## src/rtl/operand_sel_pipe.sv

```systemverilog
// operand_sel_pipe: selects a register source or extended immediate into a two-entry skid-buffered output stage
module operand_sel_pipe #(
    parameter int WIDTH  = 32,
    parameter int NUM_IN = 4,
    parameter int IMM_W  = 16,
    localparam int SW    = ($clog2(NUM_IN) < 1) ? 1 : $clog2(NUM_IN)
) (
    input  logic                    clk,
    input  logic                    rst,
    input  logic                    in_valid,
    output logic                    in_ready,
    input  logic [SW-1:0]           sel,
    input  logic [NUM_IN*WIDTH-1:0] din,
    input  logic [IMM_W-1:0]        imm,
    input  logic                    imm_en,
    input  logic                    sext,
    output logic                    out_valid,
    input  logic                    out_ready,
    output logic [WIDTH-1:0]        operand_b,
    output logic                    sel_err
);
    typedef enum logic [1:0] {EMPTY, ONE, FULL} state_t;
    state_t state, state_n;
    logic [WIDTH-1:0] din_sel, imm_ext, new_val, skid_val;
    logic new_err, skid_err, sel_oob, push, pop, load_main, load_skid, skid_to_main;
    always_comb begin
        din_sel = '0;
        for (int k = 0; k < NUM_IN; k++) din_sel = (sel == SW'(k)) ? din[k*WIDTH +: WIDTH] : din_sel;
    end
    assign imm_ext = sext ? WIDTH'($signed(imm)) : WIDTH'(imm);
    // out-of-range sel never matches a source above, so din_sel is already zero for it
    assign sel_oob = {1'b0, sel} >= (SW+1)'(NUM_IN);
    assign new_val = imm_en ? imm_ext : din_sel;
    assign new_err = !imm_en && sel_oob;
    assign push = in_valid && in_ready;
    assign pop = out_valid && out_ready;
    assign out_valid = state != EMPTY;
    always_comb begin
        state_n = state;
        load_main = 1'b0;
        load_skid = 1'b0;
        skid_to_main = 1'b0;
        unique case (state)
            EMPTY: begin
                state_n = push ? ONE : EMPTY;
                load_main = push;
            end
            ONE: begin
                state_n = (push && !pop) ? FULL : (!push && pop) ? EMPTY : ONE;
                load_main = push && pop;
                load_skid = push && !pop;
            end
            FULL: begin
                state_n = pop ? ONE : FULL;
                skid_to_main = pop;
            end
            default: state_n = EMPTY;
        endcase
    end
    always_ff @(posedge clk) begin
        if (rst) begin
            state <= EMPTY;
            in_ready <= 1'b1;
            operand_b <= '0;
            sel_err <= 1'b0;
            skid_val <= '0;
            skid_err <= 1'b0;
        end else begin
            state <= state_n;
            in_ready <= state_n != FULL;
            operand_b <= load_main ? new_val : skid_to_main ? skid_val : operand_b;
            sel_err <= load_main ? new_err : skid_to_main ? skid_err : sel_err;
            skid_val <= load_skid ? new_val : skid_val;
            skid_err <= load_skid ? new_err : skid_err;
        end
    end
endmodule

```

## config.mk

```make
export PLATFORM = sky130hd
export DESIGN_NAME = operand_sel_pipe
export DESIGN_NICKNAME = d
export VERILOG_FILES = /design/src/rtl/operand_sel_pipe.sv
export SDC_FILE = /design/constraint.sdc
export NUM_CORES = 1
export LEC_CHECK = 0
export ABC_AREA = 0
export CORE_MARGIN = 2
export CORE_UTILIZATION = 38
export DETAILED_ROUTE_END_ITERATION = 8
export GPL_TIMING_DRIVEN = 1
export MAX_ROUTING_LAYER = met4
export PLACE_DENSITY = 0.74
export SYNTH_ARGS = -nofsm -noshare
export SYNTH_HDL_FRONTEND = slang
export SYNTH_SLANG_ARGS = --single-unit
```

## constraint.sdc

```tcl
create_clock -name clk -period 2 [get_ports clk]
set_input_delay 0.6 -clock clk [delete_from_list [all_inputs] [get_ports clk]]
set_output_delay 0.6 -clock clk [all_outputs]
set_load 0.02 [all_outputs]
```

# ---- After elaboration in Yosys (flattened, before gate mapping)
# Index checks and enable logic that the tools add are counted.
dict set report op_classes {
  n_eq_ne 6
  mux 16
  reduce_logical 11
}
# op n
set op_table {}
lappend op_table {{$mux W32} 8}
lappend op_table {{$eq A2 B2 Y1 const B} 3}
lappend op_table {{$pmux W2 S3} 1}
lappend op_table {{$logic_and A1 B1 Y1} 5}
lappend op_table {{$eq A2 B1 Y1 const B} 2}
lappend op_table {{$logic_not A2 Y1} 2}
lappend op_table {{$mux W1} 4}
lappend op_table {{$mux W2} 2}
lappend op_table {{$reduce_bool A2 Y1} 2}
lappend op_table {{$logic_not A1 Y1} 2}
lappend op_table {{$ne A2 B2 Y1 const B} 1}
lappend op_table {{$pmux W1 S2} 1}
dict set report word_totals {
  regBits 67
  out_inout_bits 35
}

# ---- Longest topological paths before layout
# Gate-level depths: netlist of the first run.
dict set report logic_depth {
  ltp_word 7
  ltp_mapped 10
  ltp_nobuf 6
}

# ---- Worst setup path before layout of the first run
# No wires, ideal clock.
dict set report synth_path {
  path_type {flip-flop to flip-flop}
  from {register state[0]}
  to {register skid_val[23]}
  t_arrival_ns 1.929
  required_ns 1.858
  setup_slack_ns -0.072
  path_stages_with_launch 10
  synth_period_minus_slack_ns 2.072
  cell_sequence {dfxtp_1 > buf_2 > clkbuf_1 > or2_2 > nand2_1 > ha_1 > and3b_1 > buf_2 > clkbuf_1 > a311oi_1}
}
dict set report synth_via {
  elab_chain_cells 5
  elab_cells_between_ends 6
  classes_between {eq/ne (1); mux (1); reduce/logical (4)}
}
# item line
set synth_lines {}
lappend synth_lines {{start: declaration} 23} ;# state_t state, state_n;
lappend synth_lines {{start signal: assignment} 69} ;# state <= state_n;
lappend synth_lines {{$reduce_bool A2 Y1} 37} ;# assign out_valid = state != EMPTY;
lappend synth_lines {{via out_valid} 17} ;# output logic out_valid,
lappend synth_lines {{$logic_and A1 B1 Y1} 36} ;# assign pop = out_valid && out_ready;
lappend synth_lines {{$logic_not A1 Y1} 51} ;# load_skid = push && !pop;
lappend synth_lines {{$logic_and A1 B1 Y1} 51}
lappend synth_lines {{$mux W1} 43} ;# unique case (state)
lappend synth_lines {{end signal: assignment} 73} ;# skid_val <= load_skid ? new_val : skid_val;
lappend synth_lines {{end: declaration} 24} ;# logic [WIDTH-1:0] din_sel, imm_ext, new_val, skid_val;
# The timed path passes the listed nets, and every way through them passes these cells.
# A chain may end at the register's enable or synchronous reset.

# ---- Worst setup path after layout of the first run
dict set report layout_path {
  from {register operand_b[25]}
  to {output port operand_b[25]}
}
# item line
set layout_rtl {}
lappend layout_rtl {{start: declaration} 19} ;# output logic [WIDTH-1:0] operand_b,
lappend layout_rtl {{start signal: assignment} 71} ;# operand_b <= load_main ? new_val : skid_to_main ? skid_val : operand_b;
# No word-level cell between the ends.

==> results.txt, run 1 <==
----------------------------------------------------
[Status]
  Status ... finished, final reports clean

[Yosys]
  Number of register bits inferred by synthesis ... 67
  Largest area contributor in the synthesized netlist ... sky130_fd_sc_hd__dfxtp_1
  Register area share after synthesis ... between 30% and 40%
  Post-synthesis instance area ... 4130 um2
  Top post-synthesis cells by area ... sky130_fd_sc_hd__dfxtp_1 33%, sky130_fd_sc_hd__mux2_2 17%, sky130_fd_sc_hd__a311oi_1 11%
  Net count after synthesis ... 582
  Warning count from the yosys run ... 0
  Share of the synthesized area in the top cell type ... about a third
  Post-synth cell types ... 30
  Synthesized area per cell ... 9.62 um2
  Post-synthesis instance total ... 429

[Layout]
  Diode count ... 0
  FF/Latch Area ... 1340 um2
  Number of nets in the layout ... ~750
  Fill cells ... around 950
  Finished Layout Cells ... 739
  Area Overhead vs Synth ... 53.2%
  Multi-input gate area ... ~2500 um2
  Layout cells sized above 1 ... between 10% and 20%

[Power and ir drop]
  Gate power share ... 32.1%
  P per Cell Area ... around 620 nW/um2
  Net switching power ... about 1.2 mW
  Seq pwr share ... 38.7%
  Design internal power ... around 2.7 mW
  Worst voltage drop across the vdd grid ... between 0.3 and 0.4 mV
  Switching power share of the total ... between 30 and 40%
  Clock group share of total power ... 29.3%
  Leak pwr ... around 2.3 nW

[Critical path]
  Crit Path Class ... flop to primary output
  Worst Path Max Fanout ... 2
  Critical Path Max Stage Delay ... approximately 0.65 ns
  Cell chain of the critical path ... clkdlybuf4s50_1
  CP Data Arrival Time ... ~1.4 ns
  Largest delay contributor family on the critical path ... buffers and inverters
  Type of element capturing the critical path ... primary output
  Standard cell with the maximum stage delay on the critical path ... sky130_fd_sc_hd__clkdlybuf4s50_1
  Worst Path Buf+Inv ... 1
  Startpoint kind of the worst setup timing path ... flop
  Required time of the critical path ... ~1.4 ns

[Routing]
  Per-cell routed wire length ... about 18 um
  Number of detailed-route iterations in the first pass ... 5
  Remaining DRCs ... 0
  Total number of vias ... approximately 4,400
  Post-DR vias/cell ... around 6
  Final ANT Viol Nets ... 0
  Detailed-route wire length ... approximately 14,000 um
  Violation count after the first detailed-route iteration ... 235

[Die]
  Starting density of the core ... slightly below 40%
  Die X-Extent ... roughly 110 um
  Count of standard-cell rows ... 38
  Boundary Pins ... around 190
  Overall die area ... 11,700 um2
  Y dimension of the die ... around 110 um
  Area of the core ... approximately 11,000 um2

[STA]
  Worst clock skew ... between 0.01 and 0.015 ns
  Setup repair after global routing missed its margin ... no
  Sum of negative setup slack ... 0 ns
  Peak Freq ... between 500 and 600 MHz
  Min Tclk post-route ... 1.95 ns
  Final hold violation count ... 0
  Setup-failing EPs final ... 0
  Number of slew-limit violations in the final report ... 0
  Hold Worst Slack ... between 0.4 and 0.5 ns
  Share of the clock period used by the worst path ... between 90% and 100%

[Clocking]
  Insertion delay to the later sink of the worst-skew pair ... 0.35 ns
  CTS buffer count ... 9
  CTS resizes ... 1
  Clock tree root driver cell ... sky130_fd_sc_hd__clkbuf_8
  Cts hold-fix bufs ... 0
  Max Buffers Root-to-Sink ... 2
  H-tree levels ... 3
  Clock-pin transition on the worst setup and hold timing paths ... roughly 0.08 ns
  Number of sinks driven by the clock tree ... between 60 and 70
  Clock tree from TritonCTS ... built
  Setup Fix Bufs, Post-CTS ... 0

[Global routing]
  Maximum number of pins on one net before global-route repair ... 44
  GRT Util Overall ... between 20% and 30%
  Total global routing overflow ... 0
  Number of antenna violations at the first check in global routing ... 0
  Vias in the first global route ... roughly 4,400
  Global-route wire length before repair ... roughly 22,000 um

[Place]
  Cell total after placement ... 723
  Number of port buffers ... around 190
  Dpl hpwl ... ~9800 um
  Routability cong. ... 0.795

[Worst hold path]
  Path class of the lowest-slack min-delay path ... flop to flop

[Job]
  Max-cap violations ... 0

----------------------------------------------------
==> layer usage <==
layer  GRT usage [%]  vias to the layer above  routed length (um)
met5               -                        -                   0
met4            6.23                        0                 234
met3            5.30                       26                1260
met2            40.7                      226                6740
met1            28.8                     2057                5420
li1                -                     2056                   -
==> power by group through the flow <==
stage	sequential [mW]	combinational (mW)	clock, mW
6_report	1.52	1.26	1.15
5_1_grt	1.53	1.36	1.23
4_1_cts	1.52	1.27	1.17
3_5_place_dp	1.55	1.26	0
3_3_place_gp	1.55	1.24	0
2_1_floorplan	1.62	0.587	0
==> path summary, 6_finish.rpt <==
path                              startpoint                    endpoint  slack [ns]  cells after the start
hold reg to reg     skid_val[2]$_SDFFE_PP0P_    skid_val[2]$_SDFFE_PP0P_        0.49                      2
setup reg to reg         state[1]$_SDFF_PP0_  operand_b[22]$_SDFFE_PP0P_        0.28                      5
setup / recovery  operand_b[25]$_SDFFE_PP0P_               operand_b[25]        0.05                      1
hold / removal      skid_val[2]$_SDFFE_PP0P_    skid_val[2]$_SDFFE_PP0P_        0.49                      2
==> stage by stage <==
| stage | setup slack [ns] | utilization (%) | area [um2] | power [mW] |
|---|---|---|---|---|
| after floorplan | 0.0351 | - | 4130 | 2.21 |
| after global placement | -0.141 | 57.3 | 6120 | 2.79 |
| after detailed placement | -0.219 | 57.3 | 6120 | 2.81 |
| after CTS | 0.0333 | 59.1 | 6320 | 3.96 |
| after global routing | 0.00412 | 59.1 | 6320 | 4.12 |
| final | 0.0451 | 59.1 | 6320 | 3.93 |
==> state kept, by name, indices dropped and copies added, names as in the netlist <==
signal	cells
in_ready	1
operand_b	32
skid_val	32
state	2
==> area by class of cell <==
class | instances | area share [%]
clock inverter | 7 | 1.19
clock buffer | 9 | 1.96
timing repair buffer | 213 | 33.8
sequential | 67 | 21.2
multi-input combinational | 303 | 39.0
tap | 140 | 2.77
==> cells in the final DEF, fill, tap and decap left out, types with 2 or more instances in the layout <==
cell type	count
sky130_fd_sc_hd__buf_12	7
sky130_fd_sc_hd__and4b_1	32
sky130_fd_sc_hd__and2_1	2
sky130_fd_sc_hd__buf_4	21
sky130_fd_sc_hd__clkbuf_8	9
sky130_fd_sc_hd__inv_6	2
sky130_fd_sc_hd__mux2_2	64
sky130_fd_sc_hd__buf_2	2
sky130_fd_sc_hd__a21oi_1	13
sky130_fd_sc_hd__dfxtp_1	67
sky130_fd_sc_hd__a221oi_1	35
sky130_fd_sc_hd__a22oi_1	15
sky130_fd_sc_hd__nand2_1	28
sky130_fd_sc_hd__nand3b_1	2
sky130_fd_sc_hd__a211oi_1	10
sky130_fd_sc_hd__nor2_1	32
sky130_fd_sc_hd__clkdlybuf4s50_1	182
sky130_fd_sc_hd__a311oi_1	54
sky130_fd_sc_hd__clkinvlp_4	3
==> cell usage after synthesis <==
cell type and n:
sky130_fd_sc_hd__a211oi_1 10, sky130_fd_sc_hd__a221oi_2 1, sky130_fd_sc_hd__buf_6 7, sky130_fd_sc_hd__and2_4 1, sky130_fd_sc_hd__o21bai_1 1, sky130_fd_sc_hd__and2_1 2, sky130_fd_sc_hd__buf_2 20, sky130_fd_sc_hd__or2_2 1
sky130_fd_sc_hd__and3_1 1, sky130_fd_sc_hd__o21ba_2 1, sky130_fd_sc_hd__a21oi_1 13, sky130_fd_sc_hd__a221oi_1 35, sky130_fd_sc_hd__mux2_2 64, sky130_fd_sc_hd__nand3_1 1, sky130_fd_sc_hd__nor2b_1 1, sky130_fd_sc_hd__a22oi_1 15
sky130_fd_sc_hd__nor3b_1 1, sky130_fd_sc_hd__and3b_1 2, sky130_fd_sc_hd__a222oi_1 1, sky130_fd_sc_hd__a311oi_1 54, sky130_fd_sc_hd__and4b_1 32, sky130_fd_sc_hd__nand2b_4 1, sky130_fd_sc_hd__dfxtp_1 67, sky130_fd_sc_hd__nand2_1 28
sky130_fd_sc_hd__clkbuf_1 25, sky130_fd_sc_hd__buf_4 7, sky130_fd_sc_hd__nor2_1 33, sky130_fd_sc_hd__nand3b_1 2, sky130_fd_sc_hd__conb_1 1, sky130_fd_sc_hd__ha_1 1
==> cells by family (layout without fill, tap and decap cells) <==
| kind of cell | after synthesis | count (layout) | share of synthesized area [%] |
|---|---|---|---|
| other cells | 1 | 1 | 0.0909 |
| flops | 67 | 67 | 32.5 |
| simple gates | 106 | 106 | 15.7 |
| mux | 64 | 64 | 17.5 |
| fa+ha+maj | 1 | 1 | 0.303 |
| buf+inv | 59 | 229 | 7.88 |
| compound gates | 131 | 131 | 26.0 |
Note: power is estimated with default switching activity, not from simulation.
==> run 2, diff against run 1 <==
- SLEW_MARGIN: unset -> 20
==> results of run 2 <==
The final DEF is identical to that of run 1; final timing and power are the same.
